<file path="src/rtl/store_packer_if.sv">
// Store request/response bundle between EX/MEM, the store packer and data memory.
// The slave side is the packer; the master side is the pipeline/memory model.
interface store_packer_if #(
    parameter int ADDR_W = 32
);
    logic              in_valid;
    logic              in_ready;
    logic [ADDR_W-1:0] in_addr;
    logic [31:0]       in_data;
    logic [1:0]        in_size;
    logic              out_valid;
    logic              out_ready;
    logic [ADDR_W-1:0] out_addr;
    logic [31:0]       out_wdata;
    logic [3:0]        out_be;
    logic              err_valid;
    logic [ADDR_W-1:0] err_addr;

    modport slave (
        input  in_valid, in_addr, in_data, in_size, out_ready,
        output in_ready, out_valid, out_addr, out_wdata, out_be, err_valid, err_addr
    );

    modport master (
        output in_valid, in_addr, in_data, in_size, out_ready,
        input  in_ready, out_valid, out_addr, out_wdata, out_be, err_valid, err_addr
    );
endinterface

</file>
<file path="src/rtl/store_packer.sv">
// MEM-stage store formatter: replicates store data across byte lanes, builds byte
// enables, rejects misaligned/reserved sizes and queues legal stores in a small FIFO.
module store_packer #(
    parameter int DEPTH  = 2,
    parameter int ADDR_W = 32
) (
    input logic          clk,
    input logic          rst,
    input logic          flush,
    store_packer_if.slave bus
);
    localparam int PTR_W = (DEPTH > 1) ? $clog2(DEPTH) : 1;
    localparam int CNT_W = $clog2(DEPTH + 1);
    localparam logic [CNT_W-1:0] DEPTH_C = CNT_W'(DEPTH);
    localparam int NUM_LANES = 4;

    logic [CNT_W-1:0]  count_q, count_d;
    logic [PTR_W-1:0]  wr_ptr_q, wr_ptr_d;
    logic [PTR_W-1:0]  rd_ptr_q, rd_ptr_d;
    logic              err_valid_q, err_valid_d;
    logic [ADDR_W-1:0] err_addr_q, err_addr_d;

    logic [ADDR_W-1:0] addr_mem  [DEPTH];
    logic [31:0]       wdata_mem [DEPTH];
    logic [3:0]        be_mem    [DEPTH];

    logic [1:0]                    ofs;
    logic                          legal, accept, push, pop, head_vld;
    logic [NUM_LANES-1:0][7:0]     pk_data;
    logic [NUM_LANES-1:0]          pk_be;

    assign ofs = bus.in_addr[1:0];

    // Each lane picks its source byte by access size; halfwords alternate low/high byte.
    for (genvar k = 0; k < NUM_LANES; k++) begin : g_lane
        localparam logic [1:0] K = 2'(k);
        assign pk_data[k] = (bus.in_size == 2'b00) ? bus.in_data[7:0] :
                            (bus.in_size == 2'b01) ? bus.in_data[8*(k%2) +: 8] :
                                                     bus.in_data[8*k +: 8];
        assign pk_be[k]   = (bus.in_size == 2'b00) ? (ofs == K) :
                            (bus.in_size == 2'b01) ? (ofs[1] == K[1]) : 1'b1;
    end

    always_comb begin
        legal = 1'b0;
        case (bus.in_size)
            2'b00:   legal = 1'b1;
            2'b01:   legal = ~ofs[0];
            2'b10:   legal = (ofs == 2'b00);
            default: legal = 1'b0;
        endcase
    end

    assign head_vld     = (count_q != '0);
    assign bus.in_ready = (count_q < DEPTH_C);
    assign accept       = bus.in_valid && bus.in_ready && !flush;
    assign push         = accept && legal;
    assign pop          = head_vld && bus.out_ready;

    always_comb begin
        count_d     = count_q;
        wr_ptr_d    = wr_ptr_q;
        rd_ptr_d    = rd_ptr_q;
        err_valid_d = accept && !legal;
        err_addr_d  = (accept && !legal) ? bus.in_addr : err_addr_q;
        if (flush) begin
            count_d  = '0;
            wr_ptr_d = '0;
            rd_ptr_d = '0;
        end else begin
            if (push) wr_ptr_d = wr_ptr_q + 1'b1;
            if (pop)  rd_ptr_d = rd_ptr_q + 1'b1;
            case ({push, pop})
                2'b10:   count_d = count_q + 1'b1;
                2'b01:   count_d = count_q - 1'b1;
                default: count_d = count_q;
            endcase
        end
    end

    always_ff @(posedge clk or negedge rst) begin
        if (!rst) begin
            count_q     <= '0;
            wr_ptr_q    <= '0;
            rd_ptr_q    <= '0;
            err_valid_q <= 1'b0;
            err_addr_q  <= '0;
        end else begin
            count_q     <= count_d;
            wr_ptr_q    <= wr_ptr_d;
            rd_ptr_q    <= rd_ptr_d;
            err_valid_q <= err_valid_d;
            err_addr_q  <= err_addr_d;
        end
    end

    // Payload storage needs no reset: it is only visible while count_q is nonzero.
    always_ff @(posedge clk) begin
        if (push) begin
            addr_mem[wr_ptr_q]  <= {bus.in_addr[ADDR_W-1:2], 2'b00};
            wdata_mem[wr_ptr_q] <= pk_data;
            be_mem[wr_ptr_q]    <= pk_be;
        end
    end

    assign bus.out_valid = head_vld;
    assign bus.out_addr  = head_vld ? addr_mem[rd_ptr_q]  : '0;
    assign bus.out_wdata = head_vld ? wdata_mem[rd_ptr_q] : '0;
    assign bus.out_be    = head_vld ? be_mem[rd_ptr_q]    : '0;
    assign bus.err_valid = err_valid_q;
    assign bus.err_addr  = err_addr_q;
endmodule

</file>
<file path="src/flat_wrapper.sv">
// flat-port wrapper written by rule: the top's interface ports become plain ports
module store_packer_flat 
#(
    parameter int DEPTH  = 2,
    parameter int ADDR_W = 32
)
  (clk, rst, flush, bus_in_valid, bus_in_addr, bus_in_data, bus_in_size, bus_out_ready, bus_in_ready, bus_out_valid, bus_out_addr, bus_out_wdata, bus_out_be, bus_err_valid, bus_err_addr);
  store_packer_if #(.ADDR_W(ADDR_W)) bus_i ();
  input logic clk;
  input logic rst;
  input logic flush;
  input wire logic [$bits(bus_i.in_valid)-1:0] bus_in_valid;
  input wire logic [$bits(bus_i.in_addr)-1:0] bus_in_addr;
  input wire logic [$bits(bus_i.in_data)-1:0] bus_in_data;
  input wire logic [$bits(bus_i.in_size)-1:0] bus_in_size;
  input wire logic [$bits(bus_i.out_ready)-1:0] bus_out_ready;
  output wire logic [$bits(bus_i.in_ready)-1:0] bus_in_ready;
  output wire logic [$bits(bus_i.out_valid)-1:0] bus_out_valid;
  output wire logic [$bits(bus_i.out_addr)-1:0] bus_out_addr;
  output wire logic [$bits(bus_i.out_wdata)-1:0] bus_out_wdata;
  output wire logic [$bits(bus_i.out_be)-1:0] bus_out_be;
  output wire logic [$bits(bus_i.err_valid)-1:0] bus_err_valid;
  output wire logic [$bits(bus_i.err_addr)-1:0] bus_err_addr;
  assign bus_i.in_valid = bus_in_valid;
  assign bus_i.in_addr = bus_in_addr;
  assign bus_i.in_data = bus_in_data;
  assign bus_i.in_size = bus_in_size;
  assign bus_i.out_ready = bus_out_ready;
  assign bus_in_ready = bus_i.in_ready;
  assign bus_out_valid = bus_i.out_valid;
  assign bus_out_addr = bus_i.out_addr;
  assign bus_out_wdata = bus_i.out_wdata;
  assign bus_out_be = bus_i.out_be;
  assign bus_err_valid = bus_i.err_valid;
  assign bus_err_addr = bus_i.err_addr;
  store_packer #(.DEPTH(DEPTH), .ADDR_W(ADDR_W)) u_core (.clk(clk), .rst(rst), .flush(flush), .bus(bus_i));
endmodule
</file>
<file path="config.mk">
export PLATFORM = sky130hd
export DESIGN_NAME = store_packer_flat
export DESIGN_NICKNAME = d
export VERILOG_FILES = /design/src/rtl/store_packer_if.sv /design/src/rtl/store_packer.sv /design/src/flat_wrapper.sv
export SDC_FILE = /design/constraint.sdc
export NUM_CORES = 1
export LEC_CHECK = 0
export ABC_CLOCK_PERIOD_IN_PS = 5000
export CORE_MARGIN = 10
export CORE_UTILIZATION = 45
export DETAILED_ROUTE_END_ITERATION = 12
export PLACE_DENSITY = 0.74
export SLEW_MARGIN = 25
export SYNTH_ARGS = -nofsm -noshare
export SYNTH_HDL_FRONTEND = slang
export SYNTH_SLANG_ARGS = --single-unit
export TNS_END_PERCENT = 1
</file>
<file path="constraint.sdc">
create_clock -name clk -period 5 [get_ports clk]
set_input_delay 1 -clock clk [delete_from_list [all_inputs] [get_ports clk]]
set_output_delay 1 -clock clk [all_outputs]
set_load 0.1 [all_outputs]
</file>
; Word level (Yosys, flattened, before mapping)
; Memories as Yosys holds them, arrays and structs flattened.
; Cells that the tools add are included.
[classes]
n_bitwise = 2
n_reduce_logical = 13
eq_ne = 7
add_sub_neg = 4
n_mux = 23
magnitude_cmp = 1
[op_table]
columns = operator, count
row1 = 32-bit 2-to-1 mux, 2
row2 = 8-bit 2-to-1 mux, 5
row3 = 1-bit 2-to-1 mux, 12
row4 = "2-bit == test, second input constant", 4
row5 = "2-bit by 1-bit == test with 1-bit output, second input constant", 3
row6 = 2-bit nonzero test, 3
row7 = 1-bit logical AND, 5
row8 = 2-bit logical NOT, 2
row9 = 4-bit 2-to-1 mux, 1
row10 = 2-bit case mux with 2 select lines, 1
row11 = 1-bit case mux with 3 select lines, 1
row12 = 3-bit nonzero test, 1
row13 = "1-bit adder, second input constant", 2
row14 = "2-bit by 1-bit adder with 2-bit output, second input constant", 1
row15 = 1-bit logical NOT, 2
row16 = "2-bit less-than comparator, second input constant", 1
row17 = 2-bit 2-to-1 mux, 1
row18 = 1-bit NOT, 2
row19 = "2-bit by 1-bit subtractor with 2-bit output, second input constant", 1
[totals]
mem_count = 3
regBits = 37
ram_bits = 132
input_bits = 71
[mem_list]
columns = memory, depth, width, read_ports, rd_ports_with_merged_regs, write_ports, line_no
row1 = u_core.wdata_mem, 2, 32, 1, 0, 1, store_packer.sv:24  ; logic [31:0] wdata_mem [DEPTH];
row2 = u_core.addr_mem, 2, 30, 1, 0, 1, store_packer.sv:23  ; logic [ADDR_W-1:0] addr_mem [DEPTH];
row3 = u_core.be_mem, 2, 4, 1, 0, 1, store_packer.sv:25  ; logic [3:0] be_mem [DEPTH];

; Longest topological paths before layout
[depth]
word_depth = 7
depth_mapped = 6
mapped_depth_nobuf = 5

; Worst setup path before layout
; No wires, ideal clock.
[synth_timing]
kind = input-to-reg
from = input bus_in_addr[1]
to = memory u_core.addr_mem[0][0] in the netlist's numbering (enable)
path_slack_ns = 0.298
arrival_ns = 4.211
path_stages = 4
setup_ns = 0.490
cell_sequence = nor3_1 -> or2_1 -> nand2_1 -> nor2_1
[synth_between]
elab_chain_len = 5
[synth_lines]
columns = item, line_no
row1 = from (decl), flat_wrapper.sv:13  ; input wire logic [$bits(bus_i.in_addr)-1:0] bus_in_addr;
row2 = 2-bit logical NOT, store_packer.sv:49  ; 2'b10: legal = (ofs == 2'b00);
row3 = 1-bit case mux with 3 select lines, store_packer.sv:46  ; case (bus.in_size)
row4 = 1-bit logical AND, store_packer.sv:57  ; assign push = accept && legal;
row5 = 1-bit 2-to-1 mux, store_packer.sv:99  ; if (push) begin
row6 = 1-bit 2-to-1 mux (implied by the code), store_packer.sv:100  ; addr_mem[wr_ptr_q] <= {bus.in_addr[ADDR_W-1:2], 2'b00};
row7 = to (decl), store_packer.sv:23
; No other way between the ends.

; Worst setup path in the final report
[layout_timing]
from = register u_core.rd_ptr_q
to = output bus_out_addr[20]
[layout_between]
elab_chain_len = 2
[layout_lines]
columns = item, line_no
row1 = from (decl), store_packer.sv:19  ; logic [PTR_W-1:0] rd_ptr_q, rd_ptr_d;
row2 = from (signal assigned), store_packer.sv:91  ; rd_ptr_q <= rd_ptr_d;
row3 = memory read 2 x 30 bit, --
row4 = 32-bit 2-to-1 mux, store_packer.sv:107  ; assign bus.out_addr = head_vld ? addr_mem[rd_ptr_q] : '0;
row5 = to (decl), flat_wrapper.sv:19  ; output wire logic [$bits(bus_i.out_addr)-1:0] bus_out_addr;
; No other way between the ends.

==> results.json <==
{
  "critPathMaxStageDelay_ps": 1170,
  "synth_xor_area_share_pct": 0.126,
  "synthMuxAreaShare_pct": 20.3,
  "via_count": 4145,
  "syn-mean-instance-area_um2": 16.0,
  "grt_use_met2_pct": 24.4,
  "antenna_found_initial": 0,
  "r2r-start": "u_core.count_q[1]",
  "cp_slowest_cell": "clkdlybuf4s50_1",
  "max_slew_margin_pct": 31.4,
  "cts_tree": "built",
  "layout_common_cells": "169 x clkdlybuf4s50_1, 132 x edfxtp_1, 76 x mux2i_1",
  "gr-total-overflow": 0,
  "fill_cells": 1085,
  "synth_compound_area_share_pct": 1.59,
  "ys_ff_latch": 169,
  "worst_pin_slew_ps": 1030,
  "insertedDiodeCount": 0,
  "die_h_um": 144,
  "synth_fa_ha_area_share_pct": 0,
  "synth_edf_count": 132,
  "grt_pass1_vias": 4459,
  "drt_wl_total_mm": 16.1,
  "fin_crit_sh_pct": 81.6,
  "setup_ws_ps": 921,
  "clock_skew_ps": 10.4,
  "slew_viol_final": 0,
  "ys_types": 28,
  "finalSetupTns_ps": 0,
  "regArea_um2": 4890,
  "endpoint": "bus_out_addr[20]",
  "synth_top_family_by_area": "multiplexers",
  "cts.path.max_buffers": 2,
  "placed_area_um2": 8850,
  "synth_flop_cell": "edfxtp_1",
  "cts.sinks": 169,
  "drc": 0,
  "cp_max_fo": 37,
  "rr_endpoint": "u_core.wdata_mem[0][6]",
  "finalNetCount": 676,
  "dp_hpwl_mm": 11.1,
  "syn_inst": 434,
  "core_area_um2": 15100,
  "worstSkewPairLatency_ps": 430,
  "rows": 45,
  "dieArea_um2": 20800,
  "ys_seq_area_share_pct": 70.5,
  "io_pins": 174,
  "grt_max_degree": 67,
  "ir_drop_v": 0.000224,
  "grt-busiest-layer": "met2",
  "multi_input_area_um2": 1930,
  "leakage_nw": 3.38,
  "place.gp.congestion": 0.760,
  "ant_nets": 0,
  "grt_pass1_wl_mm": 25.2,
  "ys_warn_count": 0,
  "cts_resized": 0,
  "hold_class": "flop to flop",
  "rsz0062_at_grt": "no",
  "ctsRootBufferMaster": "clkbuf_16",
  "gr-usage-met1_pct": 19.6,
  "synthSimpleGateAreaFrac_pct": 5.25,
  "layout-drive-gt1-share_pct": 13.9,
  "initial_core_util_pct": 45.8,
  "crit_type": "flop to primary output",
  "area_growth_pct": 35.4,
  "clk_pin_slew_ps": 60,
  "p_total_mw": 4.06,
  "htree_num_levels": 4,
  "setup_viol": 0,
  "cp.arrival_ps": 3080,
  "final_area_um2": 9390,
  "viasPerCell": 5.14,
  "startpoint": "u_core.rd_ptr_q",
  "routedWlPerCell_um": 20.0,
  "status": "finished, final reports clean",
  "r2r.worst_path.cells": 4,
  "post-cts-setup-buffers": 0,
  "mostFrequentLayoutCell": "clkdlybuf4s50_1",
  "detail_route.first_pass.iterations": 4,
  "drt_iter0_markers": 229,
  "grt_use_met3_pct": 6.72,
  "cts_hold_buf": 0,
  "cp_cell_sequence": "buf_12 > mux2i_1 > nor2_1 > clkdlybuf4s50_1",
  "maxCapViolations": 0,
  "cts_made_buffers": 17,
  "r2r_slack_ps": 2430,
  "port-buffer-count": 171,
  "crit_path_end_kind": "primary output",
  "die_x_um": 144,
  "startpoint_type": "flop",
  "required_ps": 4000,
  "grt_use_total_pct": 15.8,
  "async_flop_share_pct": 21.9,
  "finalHoldViolations": 0,
  "max_freq_ghz": 0.245,
  "dp_slack_ps": 1320,
  "powerDensity_nw_per_um2": 432,
  "period_minus_slack_ps": 4080,
  "syn_area_um2": 6940
}
==> flip-flops by register name (all words and copies together), names as in the netlist <==
name	count
u_core.rd_ptr_q	1
u_core.wdata_mem	64
u_core.bus.err_addr	32
u_core.count_q	2
u_core.be_mem	8
u_core.wr_ptr_q	1
u_core.addr_mem	60
u_core.bus.err_valid	1
==> Yosys cell counts, types with 2 or more instances <==
master | instances | area (um2)
nand2_1 | 11 | 41.3
buf_2 | 7 | 35.0
edfxtp_1 | 132 | 3960
buf_4 | 2 | 15.0
inv_1 | 5 | 18.8
a21o_1 | 3 | 22.5
o21ai_0 | 8 | 40.0
nand2b_1 | 4 | 25.0
a21oi_1 | 2 | 10.0
dfrtp_1 | 37 | 926
nor2_1 | 71 | 267
mux2i_1 | 76 | 761
clkbuf_1 | 7 | 26.3
buf_6 | 3 | 33.8
o21bai_1 | 2 | 15.0
mux2_2 | 19 | 214
mux2_4 | 29 | 435
buf_1 | 6 | 22.5
==> report_power, final <==
part / internal (mW) / leakage [nW] / switching, mW
logic: 0.331 / 1.48 / 0.873
clock network: 0.678 / 0.253 / 0.517
registers: 1.61 / 1.64 / 0.0521
total: 2.62 / 3.38 / 1.44
==> kinds of logic (layout without fill, tap and decap cells) <==
family / Yosys count / count (layout)
xor+xnor: 1 / 1
simple gates: 91 / 91
flops: 169 / 169
compound gates: 18 / 18
buf+inv: 30 / 213
mux: 124 / 124
other cells: 1 / 2
==> worst max-delay path, delay by kind of cell, from the launching register on <==
family	cells	cell delay, ps
flops	1	860
buf+inv	2	1490
simple gates	1	160
mux	1	120
==> layout make-up <==
| cell class | count | share of cell area, % |
|---|---|---|
| Inverter | 5 | 0.200 |
| Tap cell | 188 | 2.50 |
| Multi-Input combinational cell | 236 | 20.5 |
| Sequential cell | 169 | 52.1 |
| Clock buffer | 19 | 4.61 |
| Clock inverter | 13 | 1.11 |
| Timing Repair Buffer | 176 | 18.9 |
==> per-stage QoR <==
stage	utilization [%]	cells	hold slack, ps
detailed placement	58.5	774	491
global route	62.0	806	512
floorplan	-	435	461
global placement	58.4	774	487
finish	62.0	806	508
CTS	62.0	806	508
==> layer usage <==
layer | routed length, um | share of wire, %
met5 | 0 | 0
met4 | 154 | 0.95
met3 | 1650 | 10
met2 | 7610 | 47
met1 | 6730 | 42
==> worst min-delay path by stage <==
stage / from / endpoint / cells after the start
final: u_core.bus.err_addr[0] / u_core.bus.err_addr[0] / 1
after global placement: u_core.bus.err_addr[8] / u_core.bus.err_addr[8] / 1
after CTS: u_core.bus.err_addr[5] / u_core.bus.err_addr[5] / 1
after global routing: u_core.bus.err_addr[0] / u_core.bus.err_addr[0] / 1
after detailed placement: u_core.bus.err_addr[5] / u_core.bus.err_addr[5] / 1
after floorplan: u_core.wr_ptr_q / u_core.wr_ptr_q / 1
Note: power is estimated with default switching activity, not from simulation.
